--- src/rtl/gift_pkg.sv ---
// Shared types and constants for the GIFT-128 streaming encryption controller.
package gift_pkg;

  localparam int GIFT_BLK_W = 128;
  localparam int GIFT_KEY_W = 128;

  typedef enum logic [2:0] {
    ST_IDLE     = 3'd0,
    ST_KEY_LD   = 3'd1,
    ST_KEY_WAIT = 3'd2,
    ST_READY    = 3'd3,
    ST_START    = 3'd4,
    ST_ENC_WAIT = 3'd5
  } state_t;

  // States in which the controller has key or block work outstanding.
  function automatic logic in_flight(state_t st);
    return st inside {ST_KEY_LD, ST_KEY_WAIT, ST_START, ST_ENC_WAIT};
  endfunction

endpackage

--- src/rtl/gift_enc_stream_controller_if.sv ---
// Key, plaintext and ciphertext stream ports of the GIFT-128 stream controller.
interface gift_enc_stream_controller_if #(
  parameter int BLK_W = gift_pkg::GIFT_BLK_W,
  parameter int KEY_W = gift_pkg::GIFT_KEY_W
);
  logic             key_valid_i;
  logic [KEY_W-1:0] key_i;
  logic             key_ready_o;
  logic             data_valid_i;
  logic [BLK_W-1:0] data_i;
  logic             data_ready_o;
  logic             cipher_valid_o;
  logic [BLK_W-1:0] cipher_o;
  logic             cipher_ready_i;

  // Stream source/sink side
  modport master (
    output key_valid_i, key_i, data_valid_i, data_i, cipher_ready_i,
    input  key_ready_o, data_ready_o, cipher_valid_o, cipher_o
  );

  // Controller side
  modport slave (
    input  key_valid_i, key_i, data_valid_i, data_i, cipher_ready_i,
    output key_ready_o, data_ready_o, cipher_valid_o, cipher_o
  );
endinterface

--- src/rtl/gift_ctrl_fifo.sv ---
// Plaintext FIFO: pointers carry one extra wrap bit to tell full from empty.
module gift_ctrl_fifo #(
  parameter int W     = 128,
  parameter int DEPTH = 4
) (
  input  logic         clk,
  input  logic         rst_n,
  input  logic         push,
  input  logic         pop,
  input  logic [W-1:0] wr_data,
  output logic [W-1:0] rd_data,
  output logic         full,
  output logic         empty
);
  localparam int AW = $clog2(DEPTH);

  logic [W-1:0] mem [DEPTH];
  logic [AW:0]  wr_ptr, rd_ptr;
  logic         wr_en, rd_en;

  assign empty   = (wr_ptr == rd_ptr);
  assign full    = (wr_ptr[AW] != rd_ptr[AW]) && (wr_ptr[AW-1:0] == rd_ptr[AW-1:0]);
  assign rd_en   = pop && !empty;
  // a pop in the same cycle frees the slot, so push on full is legal then
  assign wr_en   = push && (!full || rd_en);
  assign rd_data = mem[rd_ptr[AW-1:0]];

  // Storage array, no reset needed
  always_ff @(posedge clk) begin
    if (wr_en) mem[wr_ptr[AW-1:0]] <= wr_data;
  end

  // Read/write pointers
  always_ff @(posedge clk or negedge rst_n) begin
    if (!rst_n) begin
      wr_ptr <= '0;
      rd_ptr <= '0;
    end else begin
      if (wr_en) wr_ptr <= wr_ptr + (AW+1)'(1);
      if (rd_en) rd_ptr <= rd_ptr + (AW+1)'(1);
    end
  end
endmodule

--- src/rtl/gift_enc_stream_controller.sv ---
// Streaming GIFT-128 controller: caches the key, queues plaintexts and feeds
// one gift_128_enc core back-to-back, returning ciphertext with backpressure.
module gift_enc_stream_controller
  import gift_pkg::*;
#(
  parameter int BLK_W = GIFT_BLK_W,
  parameter int KEY_W = GIFT_KEY_W,
  parameter int DEPTH = 4,
  parameter int CNT_W = 16
) (
  input  logic                 clk_i,
  input  logic                 reset_n,
  gift_enc_stream_controller_if.slave s,
  output logic [KEY_W-1:0]     core_key_o,
  output logic                 core_key_ld_o,
  input  logic                 core_key_done_i,
  output logic [BLK_W-1:0]     core_data_o,
  output logic                 core_start_o,
  input  logic [BLK_W-1:0]     core_cipher_i,
  input  logic                 core_done_i,
  output logic                 busy_o,
  output logic [CNT_W-1:0]     blk_cnt_o
);
  state_t           state;
  logic             key_loaded;
  logic             kw_first;
  logic             live;
  logic             cipher_vld;
  logic [BLK_W-1:0] cipher_q;
  logic [CNT_W-1:0] blk_cnt;
  logic             fifo_full, fifo_empty;
  logic [BLK_W-1:0] fifo_head;
  logic             key_hs, data_hs, cipher_hs, slot_free, pop, capture;

  // live is low in reset and for the first edge after it, which keeps
  // key_ready at 0 while reset is asserted like every other output. A key is
  // only taken with nothing queued or pending so it never applies to old data.
  assign s.key_ready_o    = live && (state == ST_IDLE || state == ST_READY)
                            && fifo_empty && !cipher_vld;
  assign s.data_ready_o   = key_loaded && !fifo_full && !s.key_valid_i;
  assign s.cipher_valid_o = cipher_vld;
  assign s.cipher_o       = cipher_q;

  assign key_hs    = s.key_valid_i && s.key_ready_o;
  assign data_hs   = s.data_valid_i && s.data_ready_o;
  assign cipher_hs = cipher_vld && s.cipher_ready_i;
  // only start a block if its result will have somewhere to land
  assign slot_free = !cipher_vld || s.cipher_ready_i;
  assign pop       = (state == ST_READY) && !key_hs && !fifo_empty && slot_free;
  assign capture   = (state == ST_ENC_WAIT) && core_done_i;
  assign busy_o    = !fifo_empty || in_flight(state);
  assign blk_cnt_o = blk_cnt;

  gift_ctrl_fifo #(.W(BLK_W), .DEPTH(DEPTH)) u_fifo (
    .clk     (clk_i),
    .rst_n   (reset_n),
    .push    (data_hs),
    .pop     (pop),
    .wr_data (s.data_i),
    .rd_data (fifo_head),
    .full    (fifo_full),
    .empty   (fifo_empty)
  );

  // Control FSM with registered core-side outputs and start pulses
  always_ff @(posedge clk_i or negedge reset_n) begin
    if (!reset_n) begin
      state         <= ST_IDLE;
      key_loaded    <= 1'b0;
      kw_first      <= 1'b0;
      live          <= 1'b0;
      core_key_o    <= '0;
      core_key_ld_o <= 1'b0;
      core_data_o   <= '0;
      core_start_o  <= 1'b0;
    end else begin
      live          <= 1'b1;
      core_key_ld_o <= 1'b0;
      core_start_o  <= 1'b0;
      unique case (state)
        ST_IDLE, ST_READY: begin
          if (key_hs) begin
            core_key_o    <= s.key_i;
            key_loaded    <= 1'b0;
            core_key_ld_o <= 1'b1;
            state         <= ST_KEY_LD;
          end else if (pop) begin
            core_data_o  <= fifo_head;
            core_start_o <= 1'b1;
            state        <= ST_START;
          end
        end
        ST_KEY_LD: begin
          kw_first <= 1'b1;
          state    <= ST_KEY_WAIT;
        end
        ST_KEY_WAIT: begin
          // the core's done latch may still show the previous key for a cycle
          if (kw_first) begin
            kw_first <= 1'b0;
          end else if (core_key_done_i) begin
            key_loaded <= 1'b1;
            state      <= ST_READY;
          end
        end
        ST_START:    state <= ST_ENC_WAIT;
        ST_ENC_WAIT: if (core_done_i) state <= ST_READY;
        default:     state <= ST_IDLE;
      endcase
    end
  end

  // Ciphertext output slot and delivered-block counter
  always_ff @(posedge clk_i or negedge reset_n) begin
    if (!reset_n) begin
      cipher_vld <= 1'b0;
      cipher_q   <= '0;
      blk_cnt    <= '0;
    end else begin
      if (capture) begin
        cipher_q   <= core_cipher_i;
        cipher_vld <= 1'b1;
      end else if (cipher_hs) begin
        cipher_vld <= 1'b0;
      end
      if (cipher_hs) blk_cnt <= blk_cnt + CNT_W'(1);
    end
  end
endmodule

--- src/flat_wrapper.sv ---
// flat-port wrapper written by rule: the top's interface ports become plain ports
module gift_enc_stream_controller_flat import gift_pkg::*;
#(
  parameter int BLK_W = GIFT_BLK_W,
  parameter int KEY_W = GIFT_KEY_W,
  parameter int DEPTH = 4,
  parameter int CNT_W = 16
)
  (clk_i, reset_n, core_key_o, core_key_ld_o, core_key_done_i, core_data_o, core_start_o, core_cipher_i, core_done_i, busy_o, blk_cnt_o, s_key_valid_i, s_key_i, s_data_valid_i, s_data_i, s_cipher_ready_i, s_key_ready_o, s_data_ready_o, s_cipher_valid_o, s_cipher_o);
  gift_enc_stream_controller_if #(.BLK_W(BLK_W), .KEY_W(KEY_W)) s_i ();
  input  logic clk_i;
  input  logic reset_n;
  output logic [KEY_W-1:0] core_key_o;
  output logic core_key_ld_o;
  input  logic core_key_done_i;
  output logic [BLK_W-1:0] core_data_o;
  output logic core_start_o;
  input  logic [BLK_W-1:0] core_cipher_i;
  input  logic core_done_i;
  output logic busy_o;
  output logic [CNT_W-1:0] blk_cnt_o;
  input wire logic [$bits(s_i.key_valid_i)-1:0] s_key_valid_i;
  input wire logic [$bits(s_i.key_i)-1:0] s_key_i;
  input wire logic [$bits(s_i.data_valid_i)-1:0] s_data_valid_i;
  input wire logic [$bits(s_i.data_i)-1:0] s_data_i;
  input wire logic [$bits(s_i.cipher_ready_i)-1:0] s_cipher_ready_i;
  output wire logic [$bits(s_i.key_ready_o)-1:0] s_key_ready_o;
  output wire logic [$bits(s_i.data_ready_o)-1:0] s_data_ready_o;
  output wire logic [$bits(s_i.cipher_valid_o)-1:0] s_cipher_valid_o;
  output wire logic [$bits(s_i.cipher_o)-1:0] s_cipher_o;
  assign s_i.key_valid_i = s_key_valid_i;
  assign s_i.key_i = s_key_i;
  assign s_i.data_valid_i = s_data_valid_i;
  assign s_i.data_i = s_data_i;
  assign s_i.cipher_ready_i = s_cipher_ready_i;
  assign s_key_ready_o = s_i.key_ready_o;
  assign s_data_ready_o = s_i.data_ready_o;
  assign s_cipher_valid_o = s_i.cipher_valid_o;
  assign s_cipher_o = s_i.cipher_o;
  gift_enc_stream_controller #(.BLK_W(BLK_W), .KEY_W(KEY_W), .DEPTH(DEPTH), .CNT_W(CNT_W)) u_core (.clk_i(clk_i), .reset_n(reset_n), .s(s_i), .core_key_o(core_key_o), .core_key_ld_o(core_key_ld_o), .core_key_done_i(core_key_done_i), .core_data_o(core_data_o), .core_start_o(core_start_o), .core_cipher_i(core_cipher_i), .core_done_i(core_done_i), .busy_o(busy_o), .blk_cnt_o(blk_cnt_o));
endmodule
--- config.mk ---
export PLATFORM = sky130hd
export DESIGN_NAME = gift_enc_stream_controller_flat
export DESIGN_NICKNAME = d
export VERILOG_FILES = /design/src/rtl/gift_pkg.sv /design/src/rtl/gift_enc_stream_controller_if.sv /design/src/rtl/gift_ctrl_fifo.sv /design/src/rtl/gift_enc_stream_controller.sv /design/src/flat_wrapper.sv
export SDC_FILE = /design/constraint.sdc
export NUM_CORES = 1
export LEC_CHECK = 0
export BUFFER_PORTS_ARGS = -buffer_cell sky130_fd_sc_hd__buf_2
export CORE_AREA = 2 2 314 316
export CTS_CLUSTER_SIZE = 25
export DETAILED_ROUTE_END_ITERATION = 12
export DIE_AREA = 0 0 316 318
export SLEW_MARGIN = 20
export SYNTH_ARGS = -nofsm -noshare
export SYNTH_HDL_FRONTEND = slang
export SYNTH_HIERARCHICAL = 1
export SYNTH_SLANG_ARGS = --single-unit
--- constraint.sdc ---
create_clock -name clk_i -period 11.95 [get_ports clk_i]
set_input_delay 2.9875 -clock clk_i [delete_from_list [all_inputs] [get_ports clk_i]]
set_output_delay 2.9875 -clock clk_i [all_outputs]
set_load 0.1 [all_outputs]
Yosys cells after proc, flatten, opt, wreduce, memory -nomap -nowiden
Memory sizes are Yosys's and may differ from the RTL's. A register that Yosys moved wholly into a read port is not among the register bits. Cells that the tools add are included.

Reduce and logical (&&, ||, !) cells: 35. Add/subtract/negate cells: 3. Eq/ne operators: 13. Mux-type cells: 20. Bitwise gates (word level): 1.

Operators with widths (count): 16-bit by 1-bit adder with 16-bit output, second input constant (1); 1-bit logical AND (15); 3-bit 2-to-1 mux (5); 3-bit case mux with 5 select lines (1); 1-bit 2-to-1 mux (12); 4-bit AND reduction (2); 3-bit by 1-bit adder with 3-bit output, second input constant (2); 3-bit by 2-bit == test with 1-bit output, second input constant (2); 3-bit == test, second input constant (2); 1-bit logical NOT (6); 2-bit inequality test, second input constant (3); 2-bit nonzero test (3); 1-bit logical OR (4); 1-bit case mux with 2 select lines (2); 4-bit nonzero test (1); 3-bit by 1-bit == test with 1-bit output, second input constant (1); 3-bit == test (1); 3-bit logical NOT (1); 3-bit by 2-bit inequality test with 1-bit output, second input constant (1); 3-bit AND reduction (1); 2-bit == test (1); 2-bit by 1-bit inequality test with 1-bit output, second input constant (1); 2-bit AND reduction (1); 2-bit OR reduction (1); 2 further kinds (2).

Logic and storage cells: 85. Register bits after elaboration: 287. Output and inout port bits: 406. RAM bits: 512. Memories kept: 1.

Memories: u_core.u_fifo.mem (words 4, width 128, rd ports 1, clocked after memory_dff 1, wr ports 1, line gift_ctrl_fifo.sv:17) `logic [W-1:0] mem [DEPTH];`.

Depth between registers and ports, before layout
Gate-level depths: netlist of run 1.

Word-level depth: 15. Depth in mapped cells: 9.

Hierarchy
The synthesis of run 1 kept the hierarchy.

Modules (own cells, without submodules): gift_ctrl_fifo (times used 1, sequential area each 15524.9 µm², area an instance 18876.9 µm², cells an instance 712); gift_enc_stream_controller (times used 1, sequential area each 10234.8 µm², area an instance 15478.6 µm², cells an instance 1191).

Least setup slack after synthesis of run 1
OpenSTA, ideal clock, no wires.

Path type: input-to-reg. From: input port s_key_valid_i. To: memory u_core.u_fifo.mem[0][0] (enable). Slack: 2.748 ns. Buffers on the path: 0. Library setup time: 0.503 ns. Data arrival time: 8.699 ns. Stages: 3. Cells stage by stage: nor3b_1 -> and2_1 -> and3_1.

Elaborated cells on any way between the ends: 13. Those cells by class: 2 x mux; 11 x reduce/logical.

RTL lines: start: declaration (line flat_wrapper.sv:22) `input wire logic [$bits(s_i.key_valid_i)-1:0] s_key_valid_i;`; 1-bit logical NOT (line gift_enc_stream_controller.sv:40) `assign s.data_ready_o = key_loaded && !fifo_full && !s.key_valid_i;`; 1-bit logical AND (line gift_enc_stream_controller.sv:40); 1-bit logical AND (line gift_enc_stream_controller.sv:45) `assign data_hs = s.data_valid_i && s.data_ready_o;`; named net u_core.data_hs (line gift_enc_stream_controller.sv:33) `logic key_hs, data_hs, cipher_hs, slot_free, pop, capture;`; 1-bit logical AND (line gift_ctrl_fifo.sv:25) `assign wr_en = push && (!full || rd_en);`; 1-bit 2-to-1 mux (line gift_ctrl_fifo.sv:30) `if (wr_en) mem[wr_ptr[AW-1:0]] <= wr_data;`; 1-bit 2-to-1 mux (not written as such) (line gift_ctrl_fifo.sv:30); end: declaration (line gift_ctrl_fifo.sv:17).

The timed path passes the listed nets, and every way through them passes these cells.

Worst setup path in the final report of run 1
From: input port s_key_valid_i. To: output port s_data_ready_o.

Word-level cells in the longest chain between the ends: 2.

Ends and longest elaborated chain: 1-bit logical NOT (line gift_enc_stream_controller.sv:40); 1-bit logical AND (line gift_enc_stream_controller.sv:40); end: declaration (line flat_wrapper.sv:28) `output wire logic [$bits(s_i.data_ready_o)-1:0] s_data_ready_o;`.

Every way passes these cells.

==> results.md, run 1 <==
* Syn avg cell area at 18.1 sq um
* Critical Path End: s_data_ready_o
* Largest net degree at the start of global routing at 136
* Cell Area, Placed at 39600 sq um
* Hold buffer count at cts at 0
* Wl on met1 at 36.8 mm
* R2R Path Start: u_core/u_fifo/rd_ptr[1]
* Antenna Violating Nets Remaining at 0
* Worst-margin pin slew at 1090 ps
* YS warnings at 6
* Die area at 100000 sq um
* Ys async rst share at 0.448
* Post-Synth XOR/XNOR Area at 0.00583
* Sequential area share after synthesis at 0.750
* Design Area, Final at 43100 sq um
* Area growth syn-to-layout at 25.4%
* Detailed Routing Iterations Pass 1 at 5
* Post-Layout Cell Count at 4121
* Post-CTS setup repair buffer count at 0
* Post-CTS Resized at 0
* Final worst slack at 4590 ps
* Final Net Count at 3125
* Minimum clock period at 7360 ps
* Cells after Synth at 1903
* Core Area at 97400 sq um
* Top_reg_cell synth: edfxtp_1
* Most frequent cell after synthesis: edfxtp_1
* Reg2reg end: u_core/u_fifo/mem[3][23]
* Die W at 316 um
* IO Count at 797
* RSZ-0062 raised after global routing: no
* Uppermost routed layer: met5
* Finish-stage setup viols at 0
* CP most frequent cell: buf_2
* Share of cells above drive strength 1 at 0.456
* Clk slew on worst S/H paths at 60 ps
* CP max-delay cell: nor3b_1
* FF+latch count, synth at 927
* WL met2 at 49.6 mm
* F_max at 0.136 GHz
* CTS Sinks at 927
* DR vias/cell at 4.78
* Slew headroom at 0.273
* Crit path required time at 8960 ps
* Placed cells at 3916
* CP Cell Sequence: buf_2, nor3b_1, buf_2
* Mapped Area at 34400 sq um
* Place WS at 4500 ps
* Starting Density at 0.353
* Worst path arrival time at 4370 ps
* Die height at 318 um
* CTS Root Cell: clkbuf_16
* Worst R2R Setup Slack at 7070 ps
* Worst Skew at 28.6 ps
* Total Negative Setup Slacks at 0 ps
* Simple-gate share of the synthesized area at 0.0516
* Post-Synth Adder-Cell Area at 0.00219
* Setup CP Type: in2out
* Synth Area in Compound Gates at 0.00419
* CTS tree: yes
* Congestion Overflow GR at 0
* R2R cell count at 8
* H-tree Lvls at 3
* Largest family of logic cells by synthesized area: multiplexers
* Post-synth EDFFs at 512
* Fillers at 8649
* Fin. max-slew vios at 0
* Maximum clock insertion buffer count at 3
* Total track usage at 0.194
* Worst path max stage delay at 660 ps
* Post-synthesis mux area share at 0.169
* CP Launch Type: input port
* Hold Path Class: reg2reg
* First-pass GRT wire length at 141 mm
* Dpl hpwl at 70.0 mm
* Final period utilization at 0.616
* Worst-Skew Late Latency at 680 ps
* Vias at 19.7k
* Initial antenna violation count at 59
* Synth area leaders: edfxtp_1 (45%), dfrtp_1 (30%), mux4_2 (8.4%)
* Setup crit end kind: primary output
* WL/cell at 24.1 um
* Cts bufs inserted at 97
* Global placement routability congestion at 0.897
* # rows at 115
* Number of global-route vias before repair at 20.6k
* Synth cell types at 45
* Post-Route WL at 99.5 mm
* Max-Cap Viols at 0
* Port bufs at 796
* Post-synth top area share at 0.448
* Hold Vio Cnt, Final at 0
* DR iter-0 viols at 1120
* Worst setup path start: s_key_valid_i
* Met3 WL post-DR at 8.45 mm
* Top cells by count, synth: edfxtp_1 (512), dfrtp_1 (415), nand2_1 (398)
* Status: complete, no violations
* Yosys top cell by area: edfxtp_1
* Post-Syn Nets at 2300
* DRC at 0
* Worst Path Max Fanout at 3
## critical path: cells and delay by family
family / cells / cell delay (ps)
buf+inv: 2 / 720
simple gates: 1 / 660
## worst min-delay path by stage
stage,from,end,slack [ps],cells past startpoint
final,u_core/core_data_o[62],u_core/core_data_o[62],470,2
after global placement,u_core/core_data_o[69],u_core/core_data_o[69],450,2
after detailed placement,u_core/core_data_o[95],u_core/core_data_o[95],460,2
after global routing,u_core/core_data_o[3],u_core/core_data_o[3],490,2
after floorplan,u_core/key_loaded,u_core/key_loaded,480,2
after CTS,u_core/core_data_o[108],u_core/core_data_o[108],470,2
## flip-flops by register name, indices dropped and copies added, names as in the netlist, 3 cells and up
name,cells
u_core/blk_cnt_o,16
u_core/core_data_o,128
u_core/core_key_o,128
u_core/s.cipher_o,128
u_core/state,3
u_core/u_fifo/mem,512
u_core/u_fifo/rd_ptr,3
u_core/u_fifo/wr_ptr,3
## logic make-up after synthesis
group	Yosys count
DFF	927
and+or+nand+nor	442
muxes	387
buffers and inverters	98
xor gates and xnor gates	22
AOI/OAI and AO/OA	20
adders and majority gates	6
other	1
## per-layer routing
metal	GRT usage	vias up
li1	-	8701
met1	0.224	9989
met2	0.324	709
met3	0.0646	229
met4	0.0923	50
met5	0	-
## through the flow
stage | util | hold slack, ps
finish | 0.442 | 469
global route | 0.442 | 492
CTS | 0.442 | 472
detailed placement | 0.407 | 457
global placement | 0.407 | 454
floorplan | - | 477
## layout make-up
type | count | area (sq um) | area share
Sequential cell | 927 | 25800 | 0.598
Multi-Input combinational cell | 878 | 8010 | 0.186
Timing Repair Buffer | 816 | 4180 | 0.0971
Clock buffer | 132 | 2860 | 0.0663
Tap cell | 1287 | 1610 | 0.0374
Clock inverter | 50 | 552 | 0.0128
Antenna cell | 23 | 57.6 | 0.00134
Inverter | 8 | 37.5 | 0.000872
## placed cells by master (no fill, tap or decap), types with 23 or more instances in the layout
master and count:
clkbuf_16 102, mux2_1 102, edfxtp_1 512, diode_2 23, mux2_2 157, dfrtp_1 413, nand2_1 398, mux4_2 128
buf_2 795, clkinv_2 26
Power of run 1 is left out: the tool's default activity adds up to more than one toggle a clock period on the data nets, which glitch-free logic cannot reach.
==> inputs of run 2 (changes only) <==
clock period = 6.9 ns   (was 11.95 ns; I/O delays follow)
==> run 2 against run 1 <==
Via count hardly changed. Routed wire length is 0.91% lower. Cell area is 0.11% higher. Cell count hardly changed. First-iteration DRC count is 11% higher. Sequential share of layout area is 0.068 points lower. Clock-buffer cell count is 1 lower. Die area stayed put. Global-route usage hardly changed. Hold slack better by 2.4 ps. Critical path type is now reg2out. Highest routed layer unchanged.
==> results.md, run 2 (synthesized netlist as in run 1, its figures left out) <==
* Status: complete, no violations
* Worst-margin pin slew at 1010 ps
* Worst R2R Setup Slack at 2580 ps
* Worst Path Max Fanout at 44
* Largest net degree at the start of global routing at 129
* Worst Skew at 24.5 ps
* Fin. max-slew vios at 0
* # rows at 115
* DR vias/cell at 4.77
* Port bufs at 796
* Most frequent cells in the layout: buf_2 (795), edfxtp_1 (512), dfrtp_1 (413)
* Die height at 318 um
* Post-CTS setup repair buffer count at 0
* Dpl hpwl at 68.4 mm
* Post-Route WL at 98.6 mm
* CTS tree: yes
* DRC at 0
* Worst hold start: u_core/core_data_o[42]
* Congestion Overflow GR at 0
* Share of cells above drive strength 1 at 0.454
* R2R Path Start: u_core/u_fifo/rd_ptr[1]
* Initial antenna violation count at 60
* Maximum clock insertion buffer count at 3
* CTS Root Cell: clkbuf_16
* Finish-stage setup viols at 0
* Global placement routability congestion at 0.874
* Most common cell after layout, fill and taps aside: buf_2
* Slew headroom at 0.327
* CP Launch Type: flip-flop
* Hold Path Stages at 2
* Number of global-route vias before repair at 21.1k
* Reg2reg end: u_core/u_fifo/mem[3][58]
* Die area at 100000 sq um
* Hold Path Class: reg2reg
* Area growth syn-to-layout at 25.5%
* Flip-flop count of the largest register after layout at 512
* Final period utilization at 0.736
* CP max-delay cell: dfrtp_4
* Worst path arrival time at 3350 ps
* Total Negative Setup Slacks at 0 ps
* Detailed Routing Iterations Pass 1 at 5
* Vias at 19.7k
* IO Count at 797
* Hold buffer count at cts at 0
* Cell Area, Placed at 39600 sq um
* Die W at 316 um
* Total track usage at 0.194
* Max-Cap Viols at 0
* Post-Layout Cell Count at 4120
* Minimum clock period at 5080 ps
* Post-CTS Resized at 0
* Hold Vio Cnt, Final at 0
* Worst path max stage delay at 1000 ps
* Antenna Violating Nets Remaining at 0
* CP Cell Sequence: xor2_2, nor3_1, nand2_1, nor4_1, buf_2
* Clk slew on worst S/H paths at 60 ps
* DR iter-0 viols at 1242
* Starting Density at 0.353
* First-pass GRT wire length at 142 mm
* Core Area at 97400 sq um
* RSZ-0062 raised after global routing: no
* Setup crit end kind: primary output
* H-tree Lvls at 3
* Design Area, Final at 43100 sq um
* WL/cell at 23.9 um
* R2R cell count at 8
* Worst-Skew Late Latency at 660 ps
* Crit path required time at 5180 ps
* Worst Hold End: u_core/core_data_o[42]
* Placed cells at 3916
* CTS Sinks at 927
* Cts bufs inserted at 96
* F_max at 0.197 GHz
* Final Net Count at 3125
* Setup CP Type: reg2out
[run 2: cell count changes in the layout (fill, tap and decap cells not counted), moves of 2 or more]
| cell | previous run | this run |
|---|---|---|
| clkbuf_1 | 11 | 15 |
| buf_12 | 3 | 6 |
| clkbuf_8 | 19 | 14 |
| inv_6 | 6 | 2 |
| clkinv_2 | 26 | 22 |
| buf_6 | 0 | 2 |
| buf_4 | 17 | 12 |
| bufinv_16 | 9 | 12 |
[run 2: through the flow]
| stage | setup slack (ps) | utilization | hold slack (ps) |
|---|---|---|---|
| 2_1_floorplan | 416 | - | 477 |
| 3_3_place_gp | 2070 | 0.407 | 456 |
| 3_5_place_dp | 2040 | 0.407 | 458 |
| 4_1_cts | 1560 | 0.442 | 475 |
| 5_1_grt | 1380 | 0.442 | 489 |
| 6_report | 1820 | 0.443 | 471 |
[run 2: cell type report]
type / instances / area (sq um)
multi-input combinational: 878 / 8010
sequential: 927 / 25800
inverter: 8 / 36.3
clock buffer: 131 / 2800
clock inverter: 48 / 581
antenna: 24 / 60.1
fill: 8699 / 54300
timing repair buffer: 817 / 4250
tap: 1287 / 1610
[run 2: layer usage]
layer,global-route usage,routed length (um),part of all wire,up-vias
met5,0,285,0.0029,-
met3,0.0733,8940,0.091,237
met1,0.206,34400,0.35,10018
li1,-,-,-,8694
met4,0.105,5270,0.053,44
met2,0.331,49600,0.50,670
[run 2: critical path: cells and delay by family, from the launching register on]
family	cells	cell delay (ps)
buffers and inverters	1	560
xor gates and xnor gates	1	300
DFF	1	1000
and+or+nand+nor	3	830
[run 2: worst max path at each step]
stage	from	slack, ps	end
after global routing	u_core/u_fifo/rd_ptr[0]	1380	s_key_ready_o
after CTS	u_core/u_fifo/rd_ptr[0]	1560	s_key_ready_o
final	u_core/u_fifo/rd_ptr[0]	1820	s_key_ready_o
after floorplan	s_key_valid_i	420	u_core/u_fifo/mem[1][0]
after detailed placement	s_key_valid_i	2040	u_core/u_fifo/mem[0][105]
after global placement	s_key_valid_i	2070	u_core/u_fifo/mem[0][6]
Power of run 2 is left out for the same reason.
==> inputs of run 3 (changes only) <==
ABC_AREA = 1   (was unset)
CORE_AREA = unset   (was 2 2 314 316)
CORE_ASPECT_RATIO = 0.6   (was unset)
CORE_MARGIN = 2   (was unset)
CORE_UTILIZATION = 45   (was unset)
DIE_AREA = unset   (was 0 0 316 318)
PLACE_DENSITY = 0.68   (was unset)
clock period = 4.9 ns   (was 6.9 ns; I/O delays follow)
==> run 3 against run 2 <==
Core utilization rose by 11 points. Hold slack improved by 5.5 ps. Clock skew barely moved. Worst setup slack got worse by 1300 ps. Synthesized cell count rose by 63%. Cell area barely moved. Sequential share of layout area barely moved. Die area fell by 20%. Critical path depth rose by 5. Global-route usage rose by 6.0 points. Via count rose by 29%. Register-to-register slack got worse by 1600 ps.
==> results.md, run 3 <==
* Status: complete, no violations
* Area growth syn-to-layout at 22.9%
* Minimum clock period at 4330 ps
* Starting Density at 0.454
* Mapped Area at 35100 sq um
* Cts bufs inserted at 87
* Die height at 220 um
* H-tree Lvls at 3
* Post-synth EDFFs at 512
* Hold Vio Cnt, Final at 0
* RSZ-0062 raised after global routing: no
* F_max at 0.231 GHz
* R2R Path Start: u_core/u_fifo/rd_ptr[0]
* DR iter-0 viols at 2698
* DRC at 0
* Vias at 25.4k
* Flip-flop count of the largest register after layout at 512
* Sequential area share after synthesis at 0.734
* Number of global-route vias before repair at 23.3k
* Setup CP Type: reg2out
* CTS Root Cell: clkbuf_16
* Worst Skew at 24.9 ps
* Detailed Routing Iterations Pass 1 at 5
* First-pass GRT wire length at 152 mm
* Setup crit end kind: primary output
* Hold buffer count at cts at 0
* Antenna Violating Nets Remaining at 0
* Worst-margin pin slew at 1190 ps
* DR vias/cell at 5.08
* Maximum clock insertion buffer count at 3
* Post-synth top area share at 0.438
* Fin. max-slew vios at 0
* Synth area leaders: edfxtp_1 (44%), dfrtp_1 (30%), nand2_1 (10%)
* Ys async rst share at 0.448
* Post-CTS Resized at 0
* Most frequent cells in the layout: nand2_1 (976), buf_2 (795), edfxtp_1 (512)
* FF+latch count, synth at 927
* Worst-Skew Late Latency at 650 ps
* Die W at 364 um
* Core Area at 77300 sq um
* Port bufs at 796
* Global placement routability congestion at 0.850
* Hold Path Stages at 2
* Max-Cap Viols at 0
* Clk slew on worst S/H paths at 60 ps
* Final Net Count at 4248
* Top cells by count, synth: nand2_1 (976), edfxtp_1 (512), dfrtp_1 (415)
* Worst path arrival time at 3100 ps
* Post-CTS setup repair buffer count at 0
* Dpl hpwl at 73.2 mm
* Crit path required time at 3670 ps
* Multi-input logic area at 7940 sq um
* Slew headroom at 0.207
* YS warnings at 6
* Hold Path Class: reg2reg
* R2R cell count at 13
* Congestion Overflow GR at 0
* Share of cells above drive strength 1 at 0.252
* Synth cell types at 30
* IO Count at 797
* Top_reg_cell synth: edfxtp_1
* Largest net degree at the start of global routing at 211
* # rows at 79
* Worst Hold End: u_core/core_key_o[82]
* CP Launch Type: flip-flop
* Initial antenna violation count at 54
* Most common cell after layout, fill and taps aside: nand2_1
* Register area at 25800 sq um
* Worst hold start: u_core/core_key_o[82]
* Cells after Synth at 3095
* Finish-stage setup viols at 0
* Yosys top cell by area: edfxtp_1
* Final period utilization at 0.883
* Worst Path Max Fanout at 51
* Die area at 80300 sq um
* Post-Syn Nets at 3492
* CTS tree: yes
* Reg2reg end: u_core/u_fifo/mem[0][53]
* Worst R2R Setup Slack at 970 ps
* Post-Route WL at 106 mm
* Total Negative Setup Slacks at 0 ps
* Most frequent cell after synthesis: nand2_1
* CTS Sinks at 927
* Fillers at 6624
* WL/cell at 21.2 um
* Total track usage at 0.254
* Syn avg cell area at 11.3 sq um
run 3: cell count changes after synthesis, sizes merged, moves of 165 or more:
cell	before	now
nand2	398	978
o21ai	7	388
nor2	6	279
mux2	259	0
inv	8	173
run 3: stage by stage:
stage                util  hold slack [ps]  area, sq um  cells  setup WS (ps)
finish              0.558              477        43100   5005            572
global route        0.557              489        43100   4991            400
CTS                 0.557              477        43000   4976            566
detailed placement  0.519              459        40100   4815            970
global placement    0.519              458        40100   4815           1010
floorplan               -              464        35100   3095           13.4
run 3: routing by layer:
metal,GRT usage,share of wire,routed length (um)
met1,0.344,0.40,43000
met2,0.398,0.47,50300
met3,0.0695,0.087,9230
met4,0.0865,0.032,3440
met5,0.00951,0.0024,258
run 3: critical path: stages, from the launching register on:
cell	delay (ps)
dfrtp_4	710
inv_8	330
nand2_1	110
nand2_2	110
nand3_2	120
inv_1	210
nand3_1	150
inv_1	140
nand2_1	90
inv_1	70
buf_2	420
run 3: logic make-up (layout without fill, tap and decap cells):
| kind of cell | after synthesis | in the layout | share of synthesized area |
|---|---|---|---|
| xor+xnor | 12 | 12 | 0.00300 |
| fa+ha+maj | 6 | 6 | 0.00214 |
| other cells | 1 | 30 | 0.000107 |
| compound gates | 520 | 520 | 0.0790 |
| buf+inv | 341 | 1169 | 0.0412 |
| flops | 927 | 927 | 0.734 |
| simple gates | 1288 | 1288 | 0.140 |
run 3: worst max-delay path by stage:
stage	cells after the start	endpoint	from
5_1_grt	10	s_key_ready_o	u_core/u_fifo/rd_ptr[0]
2_1_floorplan	4	u_core/u_fifo/mem[0][0]	s_key_valid_i
6_report	10	s_key_ready_o	u_core/u_fifo/rd_ptr[0]
4_1_cts	10	s_key_ready_o	u_core/u_fifo/rd_ptr[0]
3_3_place_gp	13	u_core/u_fifo/mem[0][67]	u_core/u_fifo/rd_ptr[0]
3_5_place_dp	13	u_core/u_fifo/mem[0][53]	u_core/u_fifo/rd_ptr[0]
run 3: cell type report:
| type | instances | share of cell area |
|---|---|---|
| Clock buffer | 121 | 0.0568 |
| Timing Repair Buffer | 835 | 0.103 |
| Clock inverter | 40 | 0.0109 |
| Sequential cell | 927 | 0.598 |
| Antenna cell | 29 | 0.00168 |
| Tap cell | 1053 | 0.0306 |
| Multi-Input combinational cell | 1827 | 0.184 |
| Inverter | 173 | 0.0154 |
Power of run 3 is left out for the same reason.
